`src/rtl/uart_rx.sv`:
```
// UART receiver: 8 data bits LSB first, 1 stop bit, with rx_valid/rx_rd handshake and sticky overrun.
// Optional even-parity bit and parity_err output are enabled by defining UART_RX_PARITY_EN.
module uart_rx #(
    parameter int BIT_CLKS = 434
) (
    input  logic       clk,
    input  logic       rst,
    input  logic       rxd,
    input  logic       rx_rd,
    output logic [7:0] rx_data,
    output logic       rx_valid,
    output logic       frame_err,
    output logic       overrun,
`ifdef UART_RX_PARITY_EN
    output logic       parity_err,
`endif
    output logic       rx_busy
);
    localparam int CW = (BIT_CLKS > 1) ? $clog2(BIT_CLKS) : 1;
    localparam logic [CW-1:0] HALF_LAST = CW'(BIT_CLKS / 2 - 1);
    localparam logic [CW-1:0] BIT_LAST  = CW'(BIT_CLKS - 1);

    typedef enum logic [2:0] {
        IDLE,
        START,
        DATA,
`ifdef UART_RX_PARITY_EN
        PARITY,
`endif
        STOP,
        WAIT_HIGH
    } state_t;

    state_t          state;
    state_t          state_next;
    logic            sync1;
    logic            rxs;
    logic [CW-1:0]   cnt;
    logic [2:0]      bit_idx;
    logic [7:0]      shreg;
    logic            done;
    logic            stop_bit;
    logic            half_tick;
    logic            bit_tick;
    logic            cnt_clr;
`ifdef UART_RX_PARITY_EN
    logic            par_bit;
`endif

    always_ff @(posedge clk or posedge rst) begin
        if (rst) begin
            sync1 <= 1'b1;
            rxs   <= 1'b1;
        end else begin
            sync1 <= rxd;
            rxs   <= sync1;
        end
    end

    always_ff @(posedge clk or posedge rst) begin
        if (rst) state <= IDLE;
        else     state <= state_next;
    end

    always_comb begin
        state_next = state;
        half_tick  = (cnt == HALF_LAST);
        bit_tick   = (cnt == BIT_LAST);
        case (state)
            IDLE:      if (!rxs) state_next = START;
            START:     if (half_tick) state_next = rxs ? IDLE : DATA;
            DATA: begin
                if (bit_tick && bit_idx == 3'd7) begin
`ifdef UART_RX_PARITY_EN
                    state_next = PARITY;
`else
                    state_next = STOP;
`endif
                end
            end
`ifdef UART_RX_PARITY_EN
            PARITY:    if (bit_tick) state_next = STOP;
`endif
            STOP:      if (bit_tick) state_next = rxs ? IDLE : WAIT_HIGH;
            WAIT_HIGH: if (rxs) state_next = IDLE;
            default:   state_next = IDLE;
        endcase
        // Counter restarts on every state change and at each full bit period,
        // so it tops out at BIT_CLKS-1 and never wraps mid-bit.
        cnt_clr = (state_next != state) || bit_tick || (state == IDLE) || (state == WAIT_HIGH);
    end

    assign rx_busy = (state != IDLE);

    always_ff @(posedge clk or posedge rst) begin
        if (rst) begin
            cnt      <= '0;
            bit_idx  <= 3'd0;
            shreg    <= 8'h00;
            done     <= 1'b0;
            stop_bit <= 1'b1;
`ifdef UART_RX_PARITY_EN
            par_bit  <= 1'b0;
`endif
        end else begin
            cnt  <= cnt_clr ? '0 : cnt + 1'b1;
            done <= 1'b0;
            if (state == START) bit_idx <= 3'd0;
            if (state == DATA && bit_tick) begin
                shreg   <= {rxs, shreg[7:1]};
                bit_idx <= bit_idx + 3'd1;
            end
`ifdef UART_RX_PARITY_EN
            if (state == PARITY && bit_tick) par_bit <= rxs;
`endif
            if (state == STOP && bit_tick) begin
                stop_bit <= rxs;
                done     <= 1'b1;
            end
        end
    end

    // A completing byte always wins; rx_rd in the same cycle only suppresses overrun.
    always_ff @(posedge clk or posedge rst) begin
        if (rst) begin
            rx_data    <= 8'h00;
            rx_valid   <= 1'b0;
            frame_err  <= 1'b0;
            overrun    <= 1'b0;
`ifdef UART_RX_PARITY_EN
            parity_err <= 1'b0;
`endif
        end else if (done) begin
            rx_data    <= shreg;
            rx_valid   <= 1'b1;
            frame_err  <= ~stop_bit;
`ifdef UART_RX_PARITY_EN
            parity_err <= ^{shreg, par_bit};
`endif
            if (rx_rd)         overrun <= 1'b0;
            else if (rx_valid) overrun <= 1'b1;
        end else if (rx_rd && rx_valid) begin
            rx_valid <= 1'b0;
            overrun  <= 1'b0;
        end
    end
endmodule
```
`config.mk`:
```
export PLATFORM = sky130hd
export DESIGN_NAME = uart_rx
export DESIGN_NICKNAME = d
export VERILOG_FILES = /design/src/rtl/uart_rx.sv
export SDC_FILE = /design/constraint.sdc
export NUM_CORES = 1
export LEC_CHECK = 0
export CORE_MARGIN = 10
export CORE_UTILIZATION = 30
export DETAILED_ROUTE_END_ITERATION = 16
export PLACE_DENSITY = 0.51
export SLEW_MARGIN = 30
export SYNTH_ARGS = -nofsm -noshare
export SYNTH_HDL_FRONTEND = slang
export SYNTH_SLANG_ARGS = --single-unit
```
`constraint.sdc`:
```
create_clock -name clk -period 2.4 [get_ports clk]
set_clock_uncertainty 0.15 [all_clocks]
set_input_delay 0.48 -clock clk [delete_from_list [all_inputs] [get_ports clk]]
set_output_delay 0.48 -clock clk [all_outputs]
set_load 0.05 [all_outputs]
```
-- Word level (Yosys, flattened, before mapping)
Index checks and enable logic that the tools add are counted.
- add/sub/neg operators: 2
- eq/ne operators: 9
- muxes and demuxes: 17
- bitwise operators: 1
- reduce and logical (&&, ||, !) cells: 12
- operators by type and width (operator ; number):
    2-to-1 mux 3 bit ; 8
    one-hot mux 3 bit (5 select lines) ; 1
    adder 9 x 1 -> 9 bit, second input constant ; 1
    == test 9 x 8 -> 1 bit, second input constant ; 1
    == test 9 bit, second input constant ; 1
    2-to-1 mux 9 bit ; 1
    == test 3 x 2 -> 1 bit, second input constant ; 2
    == test 3 bit, second input constant ; 2
    2-to-1 mux 1 bit ; 6
    logical AND 1 bit ; 4
    nonzero test 2 bit ; 2
    adder 3 x 1 -> 3 bit, second input constant ; 1
    == test 3 x 1 -> 1 bit, second input constant ; 1
    logical NOT 3 bit ; 1
    logical OR 1 bit ; 3
    inequality test 3 bit ; 1
    inequality test 3 bit, second input constant ; 1
    nonzero test 3 bit ; 1
    2-to-1 mux 2 bit ; 1
    AND reduction 2 bit ; 1
    NOT 1 bit ; 1
- flip-flop bits (word level): 38
- bits of input ports: 4
- output and inout bits: 12
- word-level logic and storage cells: 53

-- Depth between registers and ports, before layout
- word-level depth: 9
- gate-level depth with buffers: 8
- mapped depth without buffers: 6

-- Least setup slack after synthesis
OpenSTA, ideal clock, no wires.
- path type: register to register
- from: reg cnt[1]
- to: reg shreg[0]
- setup time: 0.125 ns
- arrival time: 1.547 ns
- data required time: 2.125 ns
- path slack: 0.577 ns
- stages on the path, launching flop included: 8
- path buffers: 2
- period minus slack after synthesis: 1.823 ns
- cells stage by stage: dfrtp_1 -> inv_1 -> ha_1 -> and4bb_4 -> and4b_1 -> buf_6 -> buf_12 -> mux2_4
- word-level cells in the longest chain between the ends: 2
- ends and longest elaborated chain (element ; RTL line ; text):
    from (decl) ; 38 ; logic [CW-1:0] cnt;
    from (signal assigned) ; 106 ; cnt <= cnt_clr ? '0 : cnt + 1'b1;
    == test 9 bit ; 68 ; bit_tick = (cnt == BIT_LAST);
    logical AND 1 bit ; 109 ; if (state == DATA && bit_tick) begin
    to (signal assigned) ; 110 ; shreg <= {rxs, shreg[7:1]};
    to (decl) ; 40 ; logic [7:0] shreg;
Every way passes these cells.
A chain may end at the register's enable or synchronous reset.

-- Final worst setup path
- from: reg rx_data[6]
- to: out rx_data[6]
- RTL lines (element ; RTL line ; text):
    from (decl) ; 10 ; output logic [7:0] rx_data,
    from (signal assigned) ; 134 ; rx_data <= shreg;
No word-level cell between the ends.

==> impl_metrics.json <==
{
  "gp_congestion": 0.788,
  "dieArea_um2": 9160,
  "core_um2": 5540,
  "dr.pass1.iters": 4,
  "syn_area_per_cell_um2": 12.4,
  "synth_top_cell_area_share_pct": 50.9,
  "syn_area_um2": 1720,
  "setup_violations": 0,
  "p_per_area_nw_per_um2": 591,
  "ys_ff_latch": 38,
  "fin_nets": 169,
  "cp-end-kind": "primary output",
  "grt_pass1_wl_mm": 5.05,
  "synth_nets": 148,
  "ys_types": 35,
  "grt-ovfl-total": 0,
  "synth_edf_count": 0,
  "hold_ws_ps": 209,
  "sw_frac_of_total_pct": 18.5,
  "final.min_clock_period_ps": 2090,
  "final_cell_mix": "35 x dfrtp_1, 14 x clkdlybuf4s50_1, 13 x mux2_2, 13 x nand2_1, 9 x nor3_1",
  "ant_nets": 0,
  "fmax_mhz": 479,
  "cts_buffer_depth": 2,
  "htreeDepth": 2,
  "cts_sinks": 38,
  "p_switching_uw": 224,
  "power_uw": 1210,
  "path_buf_inv": 1,
  "routed_via_density": 4.66,
  "grt_pass1_vias": 1109,
  "ys_seq_area_share_pct": 55.5,
  "dpl.hpwl_mm": 2.20,
  "cts.repair.resized": 0,
  "seq_power_share_pct": 53.2,
  "slew_viol_final": 0,
  "period_share_pct": 87.0,
  "hold_viol_final": 0,
  "final_common_cell": "dfrtp_1",
  "setup_tns_ps": 0,
  "cts_made_buffers": 5,
  "cts_setup_buffers": 0,
  "grt_usage_pct": 6.76,
  "fp-row-count": 27,
  "drt_iter0_drc": 21,
  "ys.flop_type": "dfrtp_1",
  "cp_top_family": "buffers and inverters",
  "clkSlewWorstSetupHoldPaths_ps": 80,
  "power.share.clock_pct": 45.2,
  "syn_to_final_growth_pct": 19.4,
  "antenna_found_initial": 0,
  "start_util_pct": 31.0,
  "crit_chain": "clkdlybuf4s50_1",
  "io_buffers": 15,
  "die_w_um": 95.7,
  "hp-class": "reg -> reg",
  "cts_hold_buf": 0,
  "slew_headroom_pct": 62.6,
  "cp_slowest_stage_delay_ps": 810,
  "ys_warn_count": 0,
  "leakage_uw": 0.000934,
  "vias": 1086,
  "worstMarginPinSlew_ps": 561,
  "yosys.area.top_type": "dfrtp_1",
  "rsz0062_at_grt": "false",
  "vdd_ir_drop_max_mv": 0.255,
  "cts_tree": "yes",
  "yosys-top-cells-area": "dfrtp_1 51%, mux2_2 8.5%, dfstp_2 4.6%, ha_1 3.6%, mux2_4 3.5%",
  "drt_wl_total_mm": 2.93,
  "p_int_uw": 988,
  "cap_violations": 0,
  "grt_max_degree": 39,
  "synth_cells": 139,
  "io_pins": 16,
  "cp.arrival_ps": 1460,
  "share_comb_of_total_power_pct": 1.6,
  "outcome": "complete, no violations",
  "path_max_fanout": 2,
  "insertion_delay_ps": 280,
  "cts_root_buffer": "clkbuf_8",
  "dieHeight_um": 95.7,
  "insertedDiodeCount": 0,
  "cp-start-kind": "flip-flop",
  "drcViolationCount": 0,
  "crit_slowest_cell": "clkdlybuf4s50_1",
  "drive_above_1_share_pct": 23.0,
  "ys_async_sr_fraction_pct": 100,
  "criticalPathCategory": "reg -> out",
  "required_ps": 1770,
  "wl_per_cell_um": 12.6
}
-- layout make-up --
class / instances / area, µm²
clock buffers: 7 / 86.3
clock inverters: 1 / 30.0
fillers: 561 / 3490
inverters: 3 / 11.3
multi-input cells: 94 / 711
flip-flops and latches: 38 / 955
well taps: 72 / 90.1
repair buffers: 18 / 170
-- path summary, 6_finish.rpt --
kind                                         from                     end  slack, ps  cells past startpoint
setup / recovery           rx_data[6]$_DFFE_PP0P_              rx_data[6]        310                      1
setup reg to reg                 cnt[1]$_DFF_PP0_    shreg[5]$_DFFE_PP0P_        350                      5
max in group asynchronous                     rst           rxs$_DFF_PP1_       1290                      3
hold / removal                    sync1$_DFF_PP1_           rxs$_DFF_PP1_        210                      0
hold reg to reg                   sync1$_DFF_PP1_           rxs$_DFF_PP1_        210                      0
min in group asynchronous                     rst  rx_data[3]$_DFFE_PP0P_        450                      3
-- kinds of logic (layout without fill, tap and decap cells) --
group	Yosys count	in the layout	share of synthesized area [%]
AOI/OAI and AO/OA	11	11	4.58
xor gates and xnor gates	7	7	3.57
adders and majority gates	5	5	3.64
buffers and inverters	7	29	3.13
DFF	38	38	55.5
muxes	18	18	12.6
and+or+nand+nor	53	53	17.0
-- through the flow --
step	util, %	setup WS [ps]	cell area (µm²)	instances
final	37.1	313	2050	233
after global routing	37.1	223	2050	233
after CTS	37.1	292	2050	233
after detailed placement	35.0	331	1940	225
after global placement	35.0	371	1940	225
after floorplan	-	577	1720	139
-- synthesized netlist by cell type (2+ instances only) --
cell type / count
dfrtp_1: 35
mux2_2: 13
nand2_1: 13
nor3_1: 9
nor2_1: 8
ha_1: 5
nand3_1: 5
xnor2_1: 5
a21oi_1: 4
mux2_4: 4
dfstp_2: 3
inv_1: 3
nor2b_1: 3
o21ai_0: 3
and2_1: 2
and4b_1: 2
nand4_1: 2
nor3b_1: 2
xor2_1: 2
-- per-layer routing --
metal / global-route usage [%] / share of wire (%) / up-vias
met3: 2.41 / 6.9 / 6
li1: - / - / 528
met4: 1.72 / 0.65 / 0
met1: 8.01 / 45 / 525
met2: 11.4 / 47 / 27
met5: 0 / 0 / -
-- state kept, by name (all words and copies together) (netlist names), 3 cells and up --
signal and count:
rx_data 8, shreg 8, cnt 9, state 3
bit_idx 3
-- power by group through the flow --
stage	sequential [µW]	combinational, µW	clock (µW)
floorplan	657	10.5	0
finish	645	19.1	549
global placement	657	19.9	0
detailed placement	657	20.4	0
global route	645	22.4	592
CTS	645	20.5	563
Power figures use the tool's default switching activity.
